--- config.mk ---
export PLATFORM = sky130hd
export DESIGN_NAME = unidad_busqueda_flat
export DESIGN_NICKNAME = d
export VERILOG_FILES = /design/src/rtl/unidad_busqueda_pkg.sv /design/src/rtl/unidad_busqueda_if.sv /design/src/rtl/unidad_busqueda_fifo.sv /design/src/rtl/unidad_busqueda.sv /design/src/flat_wrapper.sv
export SDC_FILE = /design/constraint.sdc
export NUM_CORES = 1
export LEC_CHECK = 0
export ABC_AREA = 1
export BUFFER_PORTS_ARGS = -buffer_cell sky130_fd_sc_hd__buf_2
export CAP_MARGIN = 20
export CELL_PAD_IN_SITES_DETAIL_PLACEMENT = 1
export CELL_PAD_IN_SITES_GLOBAL_PLACEMENT = 1
export CORE_MARGIN = 5
export CORE_UTILIZATION = 40
export DETAILED_ROUTE_END_ITERATION = 7
export PLACE_DENSITY_LB_ADDON = 0.1
export SYNTH_ARGS = -nofsm -noshare
export SYNTH_HDL_FRONTEND = slang
export SYNTH_SLANG_ARGS = --single-unit
export TNS_END_PERCENT = 20
--- constraint.sdc ---
create_clock -name clk -period 9.3 [get_ports clk]
set_input_delay 1.86 -clock clk [delete_from_list [all_inputs] [get_ports clk]]
set_output_delay 1.86 -clock clk [all_outputs]
set_load 0.05 [all_outputs]
--- src/rtl/unidad_busqueda_pkg.sv ---
// Shared definitions for the instruction fetch unit: reset values,
// PC step, FSM state encoding and the FIFO entry layout.
package paquete_busqueda;

    localparam logic [31:0] PC_REINICIO = 32'h0000_0000;
    localparam logic [31:0] NOP         = 32'h0000_0000;
    localparam logic [31:0] PASO_PC     = 32'd4;

    // OCIOSO: nothing outstanding; ESPERA: response kept; DESCARTE: response dropped
    typedef enum logic [1:0] {
        OCIOSO   = 2'd0,
        ESPERA   = 2'd1,
        DESCARTE = 2'd2
    } estado_t;

    // One buffered instruction together with the address it was fetched from
    typedef struct packed {
        logic [31:0] pc;
        logic [31:0] instr;
    } entrada_t;

    // Sequential fetch address; wraps naturally modulo 2^32
    function automatic logic [31:0] siguiente_pc(input logic [31:0] pc);
        return pc + PASO_PC;
    endfunction

endpackage

--- src/rtl/unidad_busqueda_if.sv ---
// Bus bundle of the fetch unit: instruction-memory side, redirect input
// and the offer to the decode pipeline register.
interface unidad_busqueda_if;

    logic        detener;
    logic        salto_valido;
    logic [31:0] salto_destino;
    logic        mem_req;
    logic [31:0] mem_dir;
    logic        mem_listo;
    logic [31:0] mem_dato;
    logic [31:0] instruccion_salida;
    logic [31:0] pc_salida;
    logic        valido_salida;

    // Fetch unit side
    modport master (
        input  detener,
        input  salto_valido,
        input  salto_destino,
        input  mem_listo,
        input  mem_dato,
        output mem_req,
        output mem_dir,
        output instruccion_salida,
        output pc_salida,
        output valido_salida
    );

    // Memory / pipeline side
    modport slave (
        output detener,
        output salto_valido,
        output salto_destino,
        output mem_listo,
        output mem_dato,
        input  mem_req,
        input  mem_dir,
        input  instruccion_salida,
        input  pc_salida,
        input  valido_salida
    );

endinterface

--- src/rtl/unidad_busqueda_fifo.sv ---
// Two-entry FIFO holding {pc, instruction} pairs between memory and decode.
// Flush has priority over push/pop; a push into a full FIFO is accepted
// only when the head is popped in the same cycle.
module fifo_busqueda (
    input  logic        clk,
    input  logic        reinicio,
    input  logic        push,
    input  logic        pop,
    input  logic        flush,
    input  logic [63:0] dato_entrada,
    output logic [63:0] dato_cabeza,
    output logic [1:0]  ocupacion
);

    logic [63:0] mem_r [2];
    logic        ptr_esc_r;
    logic        ptr_lec_r;
    logic [1:0]  ocup_r;
    logic        push_ef_s;
    logic        pop_ef_s;

    // Qualify push/pop against the current occupancy
    always_comb begin
        push_ef_s = 1'b0;
        pop_ef_s  = 1'b0;
        if (flush) begin
            push_ef_s = 1'b0;
            pop_ef_s  = 1'b0;
        end else begin
            push_ef_s = push && ((ocup_r != 2'd2) || pop);
            pop_ef_s  = pop && (ocup_r != 2'd0);
        end
    end

    // Pointers and occupancy counter
    always_ff @(posedge clk) begin
        if (reinicio || flush) begin
            ptr_esc_r <= 1'b0;
            ptr_lec_r <= 1'b0;
            ocup_r    <= 2'd0;
        end else begin
            if (push_ef_s) begin
                ptr_esc_r <= ~ptr_esc_r;
            end else begin
                ptr_esc_r <= ptr_esc_r;
            end
            if (pop_ef_s) begin
                ptr_lec_r <= ~ptr_lec_r;
            end else begin
                ptr_lec_r <= ptr_lec_r;
            end
            case ({push_ef_s, pop_ef_s})
                2'b10:   ocup_r <= ocup_r + 2'd1;
                2'b01:   ocup_r <= ocup_r - 2'd1;
                default: ocup_r <= ocup_r;
            endcase
        end
    end

    // Entry storage, written at the tail on an accepted push
    always_ff @(posedge clk) begin
        if (reinicio) begin
            mem_r[0] <= 64'd0;
            mem_r[1] <= 64'd0;
        end else if (push_ef_s) begin
            mem_r[ptr_esc_r] <= dato_entrada;
        end
    end

    // Head and occupancy are straight register reads
    always_comb begin
        dato_cabeza = mem_r[ptr_lec_r];
        ocupacion   = ocup_r;
    end

endmodule

--- src/rtl/unidad_busqueda.sv ---
// Instruction fetch unit: keeps the fetch PC, issues at most one read to
// instruction memory at a time, buffers returned words in a 2-entry FIFO
// and offers the head to decode. A redirect flushes everything in flight;
// a response still outstanding at redirect time is dropped via DESCARTE.
module unidad_busqueda
    import paquete_busqueda::*;
(
    input  logic               clk,
    input  logic               reinicio,
    unidad_busqueda_if.master  bus
);

    estado_t     estado_r;
    logic [31:0] pc_actual_r;
    logic [31:0] pc_pend_r;

    logic [1:0]  ocupacion_s;
    logic [63:0] cabeza_raw_s;
    entrada_t    cabeza_s;
    logic        hay_dato_s;
    logic        pendiente_s;
    logic        aterriza_s;
    logic [2:0]  carga_s;
    logic        emite_s;
    logic        empuja_s;
    logic        saca_s;

    // Issue / push / pop decisions for this cycle
    always_comb begin
        pendiente_s = (estado_r != OCIOSO);
        aterriza_s  = (estado_r == ESPERA);
        // Occupancy once the outstanding response (if kept) lands; pops ignored
        carga_s     = {1'b0, ocupacion_s} + {2'b00, aterriza_s};
        emite_s     = 1'b0;
        if (bus.salto_valido) begin
            emite_s = 1'b0;
        end else begin
            case (estado_r)
                OCIOSO:   emite_s = (ocupacion_s < 2'd2);
                ESPERA:   emite_s = bus.mem_listo && (carga_s < 3'd2);
                DESCARTE: emite_s = bus.mem_listo && (carga_s < 3'd2);
                default:  emite_s = 1'b0;
            endcase
        end
        hay_dato_s = (ocupacion_s != 2'd0);
        empuja_s   = !bus.salto_valido && aterriza_s && bus.mem_listo;
        saca_s     = hay_dato_s && !bus.detener && !bus.salto_valido;
    end

    // Memory request: held low combinationally while reset is asserted
    always_comb begin
        bus.mem_req = emite_s && !reinicio;
        bus.mem_dir = pc_actual_r;
    end

    // Control FSM and fetch PC
    always_ff @(posedge clk) begin
        if (reinicio) begin
            estado_r    <= OCIOSO;
            pc_actual_r <= PC_REINICIO;
            pc_pend_r   <= PC_REINICIO;
        end else if (bus.salto_valido) begin
            pc_actual_r <= bus.salto_destino;
            pc_pend_r   <= pc_pend_r;
            if (pendiente_s && !bus.mem_listo) begin
                estado_r <= DESCARTE;
            end else begin
                estado_r <= OCIOSO;
            end
        end else if (emite_s) begin
            estado_r    <= ESPERA;
            pc_actual_r <= siguiente_pc(pc_actual_r);
            pc_pend_r   <= pc_actual_r;
        end else if (pendiente_s && bus.mem_listo) begin
            estado_r    <= OCIOSO;
            pc_actual_r <= pc_actual_r;
            pc_pend_r   <= pc_pend_r;
        end else begin
            estado_r    <= estado_r;
            pc_actual_r <= pc_actual_r;
            pc_pend_r   <= pc_pend_r;
        end
    end

    fifo_busqueda u_fifo (
        .clk          (clk),
        .reinicio     (reinicio),
        .push         (empuja_s),
        .pop          (saca_s),
        .flush        (bus.salto_valido),
        .dato_entrada ({pc_pend_r, bus.mem_dato}),
        .dato_cabeza  (cabeza_raw_s),
        .ocupacion    (ocupacion_s)
    );

    // Offer the FIFO head to decode; idle values when empty
    always_comb begin
        cabeza_s = entrada_t'(cabeza_raw_s);
        if (hay_dato_s) begin
            bus.valido_salida      = 1'b1;
            bus.instruccion_salida = cabeza_s.instr;
            bus.pc_salida          = cabeza_s.pc;
        end else begin
            bus.valido_salida      = 1'b0;
            bus.instruccion_salida = NOP;
            bus.pc_salida          = 32'h0000_0000;
        end
    end

endmodule

--- src/flat_wrapper.sv ---
// flat-port wrapper written by rule: the top's interface ports become plain ports
module unidad_busqueda_flat import paquete_busqueda::*;
  (clk, reinicio, bus_detener, bus_salto_valido, bus_salto_destino, bus_mem_listo, bus_mem_dato, bus_mem_req, bus_mem_dir, bus_instruccion_salida, bus_pc_salida, bus_valido_salida);
  unidad_busqueda_if bus_i ();
  input  logic clk;
  input  logic reinicio;
  input wire logic [$bits(bus_i.detener)-1:0] bus_detener;
  input wire logic [$bits(bus_i.salto_valido)-1:0] bus_salto_valido;
  input wire logic [$bits(bus_i.salto_destino)-1:0] bus_salto_destino;
  input wire logic [$bits(bus_i.mem_listo)-1:0] bus_mem_listo;
  input wire logic [$bits(bus_i.mem_dato)-1:0] bus_mem_dato;
  output wire logic [$bits(bus_i.mem_req)-1:0] bus_mem_req;
  output wire logic [$bits(bus_i.mem_dir)-1:0] bus_mem_dir;
  output wire logic [$bits(bus_i.instruccion_salida)-1:0] bus_instruccion_salida;
  output wire logic [$bits(bus_i.pc_salida)-1:0] bus_pc_salida;
  output wire logic [$bits(bus_i.valido_salida)-1:0] bus_valido_salida;
  assign bus_i.detener = bus_detener;
  assign bus_i.salto_valido = bus_salto_valido;
  assign bus_i.salto_destino = bus_salto_destino;
  assign bus_i.mem_listo = bus_mem_listo;
  assign bus_i.mem_dato = bus_mem_dato;
  assign bus_mem_req = bus_i.mem_req;
  assign bus_mem_dir = bus_i.mem_dir;
  assign bus_instruccion_salida = bus_i.instruccion_salida;
  assign bus_pc_salida = bus_i.pc_salida;
  assign bus_valido_salida = bus_i.valido_salida;
  unidad_busqueda u_core (.clk(clk), .reinicio(reinicio), .bus(bus_i));
endmodule
* Word-level counts from Yosys, hierarchy flattened
Memories as Yosys holds them, arrays and structs flattened. A register that Yosys moved wholly into a read port is not among the register bits. Cells that the tools add are included.
Cells by class: add/sub/neg operators 4, $mul 0, div/mod/pow operators 0, magnitude comparators 2, equal/unequal tests 5, shifts and indexed selects 0, mux-type cells 24, bitwise gates (word level) 3, reductions and logical operators 25
Operator list (number):
- 2-to-1 mux 32 bit | 4
- 2-to-1 mux 64 bit | 1
- OR reduction 64 bit | 1
- adder 32 x 3 -> 32 bit, second input constant | 1
- 2-to-1 mux 1 bit | 13
- logical AND 1 bit | 10
- 2-to-1 mux 2 bit | 4
- nonzero test 2 bit | 4
- equality test 2 x 1 -> 1 bit, second input constant | 2
- equality test 2 bit, second input constant | 2
- zero test 1 bit | 4
- case mux 2 bit (2 select lines) | 1
- adder 2 x 1 -> 3 bit | 1
- < comparator 3 x 2 -> 1 bit, second input constant | 1
- inverter 1 bit | 3
- nonzero test 3 bit | 1
- adder 2 x 1 -> 2 bit, second input constant | 1
- zero test 2 bit | 1
- logical OR 1 bit | 2
- < comparator 2 bit, second input constant | 1
- inequality test 2 bit, second input constant | 1
- case mux 1 bit (2 select lines) | 1
- AND reduction 2 bit | 1
- OR reduction 2 bit | 1
- subtractor 2 x 1 -> 2 bit, second input constant | 1
Storage, ports and cells: register bits after elaboration 70, latch bits 0, memory bits (writable) 128, ROM bits 0, input port bits 69, memories 1
Memories:
- u_core.u_fifo.mem_r | depth 2, width 64, rd ports 1, clocked after Yosys merged registers in 1, write ports 2, RTL line unidad_busqueda_fifo.sv:15 | logic [63:0] mem_r [2];

* Longest topological paths before layout
Gate-level depths: netlist (run 1).
depth in word-level cells 11, depth in mapped cells 12, gate-level depth less buffers 12

* Modules after synthesis
From an unflattened synthesis (run 1), not the netlist that was laid out.
Unflattened totals: cells, all modules 1184, area total of the unflattened synthesis 10402.5 um^2
By module, submodules not included:
- fifo_busqueda | instances 1, cells each 447, area an instance 6149.6 um^2
- unidad_busqueda | instances 1, cells each 737, area an instance 4252.8 um^2

* Least setup slack after synthesis (run 1)
OpenSTA, ideal clock, no wires.
path type input-to-reg, start point input port bus_salto_valido, end point memory u_core.u_fifo.mem_r[1][0] (enable), arrival time 4.084 ns, data required time 8.876 ns, path slack 4.793 ns, cell stages on the path 8, cell sequence buf_4 -> nor2_2 -> o31ai_4 -> nor2_1 -> nand2_1 -> buf_6 -> buf_4 -> nand2_1
RTL lines:
- start, declared | RTL line flat_wrapper.sv:8 | input wire logic [$bits(bus_i.salto_valido)-1:0] bus_salto_valido;
- end, declared | RTL line unidad_busqueda_fifo.sv:15

* Worst setup path after layout (run 1)
start point input port bus_salto_valido, end point output port bus_mem_req
Between the ends: word-level cells in the longest chain between the ends 2
Ends and longest elaborated chain:
- 2-to-1 mux 1 bit | RTL line unidad_busqueda.sv:35 | if (bus.salto_valido) begin
- logical AND 1 bit | RTL line unidad_busqueda.sv:52 | bus.mem_req = emite_s && !reinicio;
- end, declared | RTL line flat_wrapper.sv:12 | output wire logic [$bits(bus_i.mem_req)-1:0] bus_mem_req;
Every way passes these cells.

==> impl_metrics.csv, run 1 <==
group,metric,value,unit
outcome,outcome,"completed",
finish,nNetsFinal,1307,
global_route,grt_max_degree,68,
die,core,22600,um^2
logic_synthesis,synth_nets,1171,
logic_synthesis,ys_seq_elements,199,
timing,fin_ws,3.54,ns
logic_synthesis,synth_cells,1097,
placement,gp_congestion,0.796,
logic_synthesis,synth_common_cells,"nand2_1 (300), nor2_1 (163), edfxtp_1 (128)",
cts,clockBufferDepth,2,
routing,drc_errors,0,
timing,rsz0062_at_grt,"no",
job,drv_cap,0,
placement,dp_slack,3.49,ns
finish,final_area,10700,um^2
finish,multi_input_area,3150,um^2
worst_setup_path,critical_path.slowest_cell,"nor2_4",
cts,cts_buffers,17,
worst_setup_path,crit_path_end_kind,"output port",
die,chipHeight,161,um
cts,cts_tree,"yes",
finish,diodes,0,
worst_setup_path,crit_top_cell,"buf_2",
logic_synthesis,synth_top_area_share,0.419,
timing,fin_skew,0.0130,ns
cts,clockRootBuffer,"clkbuf_16",
power_and_ir_drop,clockPowerShare,0.376,
power_and_ir_drop,power_frac_seq,0.531,
timing,setup_tns,0,ns
timing,setup_viol,0,
finish,final-seq-area,5270,um^2
cts,hold_buffers,0,
logic_synthesis,synthDistinctLibCells,28,
logic_synthesis,netlist_top_cells_area,"edfxtp_1 (42%), dfxtp_1 (16%), nand2_1 (12%), nor2_1 (6.7%), a21oi_1 (5.7%)",
placement,postPlaceCellArea,10100,um^2
logic_synthesis,synth_warnings,0,
logic_synthesis,async_flop_share,0,
power_and_ir_drop,share_comb_of_total_power,0.092,
placement,portBuffers,166,
power_and_ir_drop,pwr_density_cell,178,nW/um^2
worst_setup_path,timing.critical_path.buf_inv,4,
cts,cts_resized,0,
global_route,antenna_found_initial,0,
worst_setup_path,crit_chain,"buf_2, inv_1, nand3_2, buf_4, nor2_4, buf_2",
logic_synthesis,syn_area_per_cell,8.35,um^2
cts,clk_latency,0.43,ns
timing,worstMarginPinSlew,0.920,ns
worst_setup_path,crit_required,7.44,ns
cts,clock_sinks,199,
routing,wl_per_cell,15.9,um
worst_setup_path,startpoint_type,"primary input",
routing,viasPerCell,4.92,
logic_synthesis,synth-edff-count,128,
min_path,hp-class,"flip-flop to flip-flop",
timing,hold_viol_final,0,
routing,wl,24.4,mm
worst_setup_path,crit_fanout,67,
timing,maxSlewHeadroom,0.387,
power_and_ir_drop,p_sw,0.000496,W
finish,fill_cells,2772,
logic_synthesis,synth_largest_area_cell,"edfxtp_1",
worst_setup_path,max_stage_delay,0.61,ns
die,start_util,0.406,
finish,drive_gt1_frac,0.177,
routing,first_pass_iters,4,
logic_synthesis,synth_area,9170,um^2
logic_synthesis,ys.flop_type,"edfxtp_1",
timing,timing.final.crit_share,0.620,
die,ioPinCount,167,
power_and_ir_drop,leakage,4.69,nW
timing,period_minus_slack,5.76,ns
worst_setup_path,critPathArrivalTime,3.90,ns
placement,hpwl,15.9,mm
cts,cts_setup_buffers,0,
finish,area_delta_synth_final,16.6,%
die,fp.dieArea,26000,um^2
power_and_ir_drop,peakVddDrop,0.144,mV
global_route,overflow,0,
logic_synthesis,yosysMostFrequentCell,"nand2_1",
power_and_ir_drop,sw_frac_of_total,0.261,
global_route,grt_pass1_vias,7757,
global_route,grt_usage,0.187,
worst_setup_path,crit_type,"primary input to output port",
power_and_ir_drop,p_int,0.00140,W
global_route,grt_pass1_wl,39.5,mm
logic_synthesis,yosysSeqAreaShare,0.574,
timing,fmax,174,MHz
cts,cts-htree-levels,4,
routing,ant_nets,0,
routing,vias,7527,
cts,cts.clk_slew.worst_paths,0.07,ns
worst_setup_path,cpLargestDelayFamily,"buffers and inverters",
routing,initialDrtViolationCount,377,
die,rows,55,
die,dieWidth,161,um
timing,finalMaxSlewViolations,0,
## final timing paths
| check | depth (start not counted) | slack (ns) | from | endpoint |
|---|---|---|---|---|
| worst max register to register | 9 | 6.43 | u_core.estado_r[1]$_SDFFE_PP0P_ | u_core.u_fifo.mem_r[1][45]$_SDFFCE_PN0P_ |
| worst max-delay path | 6 | 3.54 | bus_salto_valido | bus_mem_req |
| worst min-delay path | 2 | 0.48 | u_core.u_fifo.ptr_lec_r$_SDFFE_PP0P_ | u_core.u_fifo.ptr_lec_r$_SDFFE_PP0P_ |
| worst min register to register | 2 | 0.48 | u_core.u_fifo.ptr_lec_r$_SDFFE_PP0P_ | u_core.u_fifo.ptr_lec_r$_SDFFE_PP0P_ |
## sequential cells by signal, indices dropped and copies added (netlist names), named ones only
| signal | cells |
|---|---|
| u_core.u_fifo.mem_r | 128 |
| u_core.bus.mem_dir | 32 |
| u_core.pc_pend_r | 32 |
| u_core.estado_r | 2 |
| u_core.u_fifo.ocupacion | 2 |
| u_core.u_fifo.ptr_esc_r | 1 |
| u_core.u_fifo.ptr_lec_r | 1 |
## routing by layer
layer  up-vias  share of wire  routed length (um)  GRT usage
met4         0          0.018                 442     0.0589
met2       151           0.48               11600      0.322
met5         -              0                   0          0
met1      3549           0.47               11400      0.246
met3        22          0.037                 893     0.0260
li1       3805              -                   -          -
## cells by family after synthesis
group | synth area share
AO/OA/AOI/OAI | 0.0992
XOR/XNOR | 0.00382
buffers and inverters | 0.0838
adder cells (fa/ha/maj) | 0.00683
AND/OR/NAND/NOR | 0.232
flip-flops | 0.574
## power groups by stage
stage / sequential, W / clock, W / combinational, W
2_1_floorplan: 0.00105 / 0 / 0.0000917
3_3_place_gp: 0.00103 / 0 / 0.000173
3_5_place_dp: 0.00103 / 0 / 0.000177
4_1_cts: 0.00101 / 0.000732 / 0.000178
5_1_grt: 0.00101 / 0.000769 / 0.000195
6_report: 0.00101 / 0.000714 / 0.000175
## final cells by class
class,count,share of cell area
Timing Repair Buffer,173,0.0827
Sequential cell,199,0.493
Multi-Input combinational cell,720,0.295
Clock inverter,15,0.0135
Inverter,122,0.0429
Tap cell,285,0.0334
Clock buffer,17,0.0398
## worst min-delay path: stages (launching register included)
cell and delay (ns):
dfxtp_1 0.30, inv_1 0.07, a21oi_1 0.06
## placed cells by master (no fill, tap or decap)
| cell | netlist | final |
|---|---|---|
| a211oi_1 | 1 | 1 |
| a21oi_1 | 105 | 105 |
| buf_2 | 10 | 166 |
| buf_4 | 9 | 7 |
| bufinv_16 | 0 | 1 |
| clkbuf_16 | 0 | 17 |
| clkinv_1 | 1 | 3 |
| clkinv_2 | 0 | 1 |
| clkinv_4 | 0 | 4 |
| clkinvlp_4 | 0 | 2 |
| dfxtp_1 | 71 | 70 |
| dfxtp_2 | 0 | 1 |
| edfxtp_1 | 128 | 128 |
| ha_1 | 5 | 5 |
| inv_1 | 119 | 119 |
| inv_2 | 2 | 2 |
| inv_6 | 0 | 2 |
| inv_8 | 0 | 3 |
| nand2_1 | 300 | 296 |
| nand2_2 | 1 | 3 |
| nand2_4 | 0 | 2 |
| nand3_1 | 50 | 50 |
| nand3_2 | 1 | 1 |
| nand4_1 | 9 | 9 |
| nor2_1 | 163 | 163 |
| nor2_2 | 5 | 5 |
| nor2_4 | 2 | 2 |
| nor3_1 | 2 | 2 |
| o21ai_0 | 68 | 68 |
| o21ai_1 | 3 | 3 |
| o31ai_4 | 1 | 1 |
| xnor2_1 | 1 | 1 |
| xor2_1 | 3 | 3 |
## through the flow
| step | cells | power (W) | hold WS [ns] | util |
|---|---|---|---|---|
| floorplan | 1097 | 0.00114 | 0.447 | - |
| global placement | 1499 | 0.00120 | 0.458 | 0.448 |
| detailed placement | 1499 | 0.00120 | 0.467 | 0.448 |
| CTS | 1531 | 0.00192 | 0.481 | 0.473 |
| global route | 1531 | 0.00198 | 0.512 | 0.473 |
| finish | 1531 | 0.00190 | 0.475 | 0.473 |
No activity file was read; power rests on OpenSTA's default activity.
==> run 2: changes to the inputs <==
--- a/config.mk
+++ b/config.mk
@@ -11,7 +11,7 @@
 export CELL_PAD_IN_SITES_DETAIL_PLACEMENT = 1
 export CELL_PAD_IN_SITES_GLOBAL_PLACEMENT = 1
 export CORE_MARGIN = 5
-export CORE_UTILIZATION = 40
+export CORE_UTILIZATION = 37
 export DETAILED_ROUTE_END_ITERATION = 7
 export PLACE_DENSITY_LB_ADDON = 0.1
 export SYNTH_ARGS = -nofsm -noshare
==> constraint.sdc (replaced) <==
create_clock -name clk -period 4.7 [get_ports clk]
set_input_delay 0.94 -clock clk [delete_from_list [all_inputs] [get_ports clk]]
set_output_delay 0.94 -clock clk [all_outputs]
set_load 0.05 [all_outputs]
==> run 2 against run 1 <==
Net effect: combinational power up 100%; first-iteration DRC count down 2.1%; clock power up 120%; utilization down 2.9 points; design area up 1.5%; cell count up 2.9%; critical path type is now flip-flop to output port.
==> impl_metrics.csv, run 2 (same netlist as run 1, synthesis figures left out) <==
group,metric,value,unit
global_route,grt_pass1_wl,40.4,mm
die,fp.dieArea,28000,um^2
timing,fin_skew,0.0143,ns
finish,diodes,0,
routing,dr.max_layer_used,"met4",
routing,wl_per_cell,15.9,um
worst_setup_path,crit_required,3.76,ns
die,core,24400,um^2
finish,drive_gt1_frac,0.181,
timing,worstMarginPinSlew,0.809,ns
timing,finalMaxSlewViolations,0,
placement,dp_cells,1543,
timing,timing.final.crit_share,0.718,
routing,first_pass_iters,4,
power_and_ir_drop,leakage,4.74,nW
cts,cts_setup_buffers,0,
timing,fmax,296,MHz
global_route,overflow,0,
global_route,grt_max_degree,67,
routing,viasPerCell,4.78,
worst_setup_path,critPathArrivalTime,2.44,ns
die,chipHeight,167,um
worst_setup_path,crit_path_end_kind,"output port",
global_route,antenna_found_initial,0,
routing,wl,25.1,mm
timing,hold_viol_final,0,
timing,rsz0062_at_grt,"no",
routing,route.met3.wl,831,um
finish,fill_cells,2983,
cts,clockBufferDepth,2,
cts,clockRootBuffer,"clkbuf_16",
worst_setup_path,crit_chain,"inv_1, ha_1, nand3_1, nand2_1, nand3_2, nor2_4, buf_2",
cts,clock_sinks,199,
timing,setup_tns,0,ns
finish,final_util,0.445,
global_route,grt_pass1_vias,7732,
worst_setup_path,crit_fanout,27,
worst_setup_path,startpoint_type,"flip-flop",
finish,final_cell_mix,"nand2_1 (296), buf_2 (166), nor2_1 (163), edfxtp_1 (128), inv_1 (119)",
routing,wl_met2,12.2,mm
min_path,hp-class,"flip-flop to flip-flop",
cts,cts_resized,0,
cts,hold_buffers,0,
global_route,grt_usage,0.178,
placement,gp_congestion,0.797,
worst_setup_path,critical_path.slowest_cell,"nor2_4",
cts,cts.clk_slew.worst_paths,0.08,ns
die,ioPinCount,167,
cts,cts_tree,"yes",
routing,drc_errors,0,
cts,cts-htree-levels,4,
timing,maxSlewHeadroom,0.459,
power_and_ir_drop,peakVddDrop,0.247,mV
finish,largest_reg_flops,128,
job,drv_cap,0,
power_and_ir_drop,pwr_density_cell,362,nW/um^2
outcome,outcome,"completed",
placement,hpwl,16.9,mm
finish,area_delta_synth_final,18.3,%
routing,m1WireLength,11.8,mm
timing,setup_viol,0,
routing,initialDrtViolationCount,369,
placement,portBuffers,166,
die,rows,57,
finish,final_common_cell,"nand2_1",
timing,period_minus_slack,3.38,ns
cts,clk_latency,0.43,ns
worst_setup_path,max_stage_delay,0.60,ns
cts,cts_buffers,17,
finish,top_register,"u_core.u_fifo.mem_r",
finish,nNetsFinal,1312,
routing,vias,7530,
worst_setup_path,crit_type,"flip-flop to output port",
routing,ant_nets,0,
die,start_util,0.376,
finish,layout.cells.non_filler,1575,
die,dieWidth,167,um
-- run 2: cell types whose count changed in the layout (fill, tap and decap cells not counted), sizes merged --
cell / delta
inv: +1
bufinv: +3
buf: +5
clkbuf: +1
clkinv: -5
-- run 2: where the power goes --
part	switching [W]	internal (W)	total (W)
registers	0.0000540	0.00194	0.00199
clock network	0.000671	0.000910	0.00158
logic	0.000261	0.0000919	0.000353
total	0.000986	0.00294	0.00393
-- run 2: path summary, 6_finish.rpt --
check	cells past startpoint	to	slack [ns]	startpoint
max	7	bus_mem_req	1.32	u_core.estado_r[0]$_SDFFE_PP0P_
min	2	flip-flop	0.48	u_core.u_fifo.ptr_lec_r$_SDFFE_PP0P_
max reg2reg	8	u_core.u_fifo.mem_r[0][39]$_SDFFCE_PN0P_	2.25	u_core.estado_r[0]$_SDFFE_PP0P_
min reg2reg	2	flip-flop	0.48	u_core.u_fifo.ptr_lec_r$_SDFFE_PP0P_
-- run 2: final cells by class --
cell class / count / area (um^2) / share of cell area
clock buffers: 18 / 429 / 0.0396
clock inverters: 14 / 213 / 0.0196
repair buffers: 178 / 933 / 0.0861
flip-flops and latches: 199 / 5270 / 0.486
well taps: 324 / 405 / 0.0374
multi-input cells: 720 / 3140 / 0.290
inverters: 122 / 458 / 0.0422
-- run 2: worst max-delay path, delay by kind of cell, from the launching register on --
family,cells,cell delay (ns)
AND/OR/NAND/NOR,4,0.86
buffers and inverters,2,0.45
flip-flops,1,0.39
adder cells (fa/ha/maj),1,0.28
-- run 2: per-stage QoR --
step,total power [W],hold WS [ns],setup slack (ns),cell area (um^2)
after CTS,0.00397,0.478,1.30,10800
final,0.00393,0.476,1.32,10800
after global routing,0.00409,0.506,1.18,10800
after floorplan,0.00226,0.447,1.11,9170
after detailed placement,0.00239,0.465,1.40,10200
after global placement,0.00238,0.460,1.41,10200
-- run 2: per-layer routing --
layer | vias to the layer above | GRT usage
met1 | 3573 | 0.239
li1 | 3815 | -
met4 | 0 | 0.0349
met5 | - | 0
met3 | 16 | 0.0299
met2 | 126 | 0.307
==> run 3: changes to the inputs <==
--- a/config.mk
+++ b/config.mk
@@ -11,7 +11,7 @@
 export CELL_PAD_IN_SITES_DETAIL_PLACEMENT = 1
 export CELL_PAD_IN_SITES_GLOBAL_PLACEMENT = 1
 export CORE_MARGIN = 5
-export CORE_UTILIZATION = 37
+export CORE_UTILIZATION = 40
 export DETAILED_ROUTE_END_ITERATION = 7
 export PLACE_DENSITY_LB_ADDON = 0.1
 export SYNTH_ARGS = -nofsm -noshare
==> constraint.sdc (replaced) <==
create_clock -name clk -period 3.3 [get_ports clk]
set_input_delay 0.66 -clock clk [delete_from_list [all_inputs] [get_ports clk]]
set_output_delay 0.66 -clock clk [all_outputs]
set_load 0.05 [all_outputs]
==> run 3 against run 2 <==
Net effect: non-clock buffer count up 2; worst setup slack worse by 0.95 ns; total power up 36%; register-to-register slack worse by 1.2 ns.
==> impl_metrics.csv, run 3 (same netlist as run 1, synthesis figures left out) <==
group,metric,value,unit
die,rows,55,
worst_setup_path,cp.depth,6,
global_route,grt_max_degree,67,
worst_setup_path,worstReg2RegStart,"u_core.estado_r[1]$_SDFFE_PP0P_",
placement,portBuffers,166,
die,start_util,0.406,
die,fp.dieArea,26000,um^2
die,ioPinCount,167,
routing,ant_nets,0,
worst_setup_path,crit_chain,"inv_1, nand2_1, inv_2, buf_4, a21oi_1, buf_2",
global_route,grt_pass1_vias,7797,
die,dieWidth,161,um
die,core,22600,um^2
worst_setup_path,startpoint_type,"flip-flop",
power_and_ir_drop,peakVddDrop,0.328,mV
routing,first_pass_iters,4,
worst_setup_path,timing.critical_path.buf_inv,4,
worst_setup_path,cpLargestDelayFamily,"buffers and inverters",
timing,timing.final.crit_share,0.887,
timing,worstMarginPinSlew,0.893,ns
worst_setup_path,crit_end,"bus_instruccion_salida[2]",
cts,cts.clk_slew.worst_paths,0.07,ns
cts,cts-htree-levels,4,
routing,wl,24.7,mm
finish,final_common_cell,"nand2_1",
finish,diodes,0,
timing,rsz0062_at_grt,"no",
timing,maxSlewHeadroom,0.404,
cts,cts_resized,0,
global_route,grt_usage,0.189,
timing,setup_tns,0,ns
worst_setup_path,startpoint,"u_core.u_fifo.ocupacion[0]$_SDFFE_PP0P_",
power_and_ir_drop,leakage,4.73,nW
cts,hold_buffers,0,
worst_setup_path,max_stage_delay,0.44,ns
worst_setup_path,r2r_end,"u_core.u_fifo.mem_r[0][29]$_SDFFCE_PN0P_",
worst_setup_path,critical_path.slowest_cell,"dfxtp_1",
timing,period_minus_slack,2.93,ns
routing,viasPerCell,4.91,
timing,finalMaxSlewViolations,0,
finish,largest_reg_flops,128,
timing,fin_skew,0.0119,ns
worst_setup_path,crit_required,2.64,ns
cts,cts_tree,"yes",
finish,area_delta_synth_final,17.4,%
cts,cts_setup_buffers,0,
worst_setup_path,reg2reg_depth,9,
placement,gp_congestion,0.772,
power_and_ir_drop,pwr_density_cell,498,nW/um^2
worst_setup_path,r2r_slack,1.04,ns
timing,timing.hold.ws,0.457,ns
global_route,grt_pass1_wl,39.6,mm
routing,drc_errors,0,
finish,final_cell_mix,"nand2_1 (296), buf_2 (166), nor2_1 (163), edfxtp_1 (128), inv_1 (119)",
routing,wl_per_cell,16.0,um
worst_setup_path,crit_fanout,36,
timing,fmax,342,MHz
cts,clockBufferDepth,2,
cts,clock_sinks,199,
job,drv_cap,0,
min_path,hp-class,"primary input to flip-flop",
timing,setup_viol,0,
cts,cts_buffers,17,
cts,clockRootBuffer,"clkbuf_16",
die,chipHeight,161,um
global_route,overflow,0,
finish,nNetsFinal,1314,
worst_setup_path,critPathArrivalTime,2.27,ns
finish,top_register,"u_core.u_fifo.mem_r",
timing,hold_viol_final,0,
cts,clk_latency,0.42,ns
routing,vias,7548,
min_path,min_path_cells,3,
worst_setup_path,crit_type,"flip-flop to output port",
finish,drive_gt1_frac,0.181,
worst_setup_path,crit_path_end_kind,"output port",
placement,hpwl,16.5,mm
global_route,antenna_found_initial,0,
routing,initialDrtViolationCount,409,
outcome,outcome,"completed",
run 3: cell count changes in the layout (fill, tap and decap cells not counted), sizes merged:
cell	delta
buf	+2
clkinvlp	+1
clkinv	+3
clkbuf	-1
bufinv	-3
run 3: area by class of cell:
class	count	area, um^2
fillers	2747	11800
clock buffers	17	425
multi-input cells	720	3150
inverters	122	458
well taps	285	357
clock inverters	15	145
repair buffers	180	961
flip-flops and latches	199	5270
run 3: how the worst min path moves through the flow:
stage / from / end / slack [ns]
2_1_floorplan: u_core.u_fifo.ptr_lec_r$_SDFFE_PP0P_ / flip-flop / 0.45
3_3_place_gp: u_core.u_fifo.ptr_lec_r$_SDFFE_PP0P_ / u_core.u_fifo.ptr_lec_r$_SDFFE_PP0P_ / 0.46
3_5_place_dp: u_core.u_fifo.ptr_lec_r$_SDFFE_PP0P_ / u_core.u_fifo.ptr_lec_r$_SDFFE_PP0P_ / 0.47
4_1_cts: bus_salto_destino[0] / u_core.bus.mem_dir[0]$_SDFFE_PP0P_ / 0.44
5_1_grt: bus_salto_destino[0] / u_core.bus.mem_dir[0]$_SDFFE_PP0P_ / 0.45
6_report: bus_salto_destino[1] / u_core.bus.mem_dir[1]$_SDFFE_PP0P_ / 0.46
run 3: per-layer routing:
metal	global-route usage	part of all wire	wire [um]	vias to the layer above
met5	0	0	0	-
met1	0.248	0.46	11400	3546
met4	0.0454	0.011	277	0
met3	0.0288	0.041	1020	19
li1	-	-	-	3824
met2	0.329	0.49	12000	159
run 3: worst min-delay path, stage by stage:
cell and delay [ns]:
buf_2 0.08, nor2_1 0.03, nor2_1 0.08
run 3: power by group:
part	internal, W	switching (W)
clock	0.00106	0.000956
sequential	0.00276	0.0000753
combinational	0.000132	0.000371
total	0.00396	0.00140
run 3: through the flow:
step / utilization / power (W) / area (um^2) / worst slack, ns / instances
after detailed placement: 0.452 / 0.00340 / 10200 / 0.758 / 1506
after global placement: 0.452 / 0.00339 / 10200 / 0.783 / 1506
final: 0.477 / 0.00536 / 10800 / 0.373 / 1538
after global routing: 0.477 / 0.00558 / 10800 / 0.205 / 1538
after CTS: 0.477 / 0.00542 / 10800 / 0.331 / 1538
after floorplan: - / 0.00322 / 9170 / 0.0191 / 1097
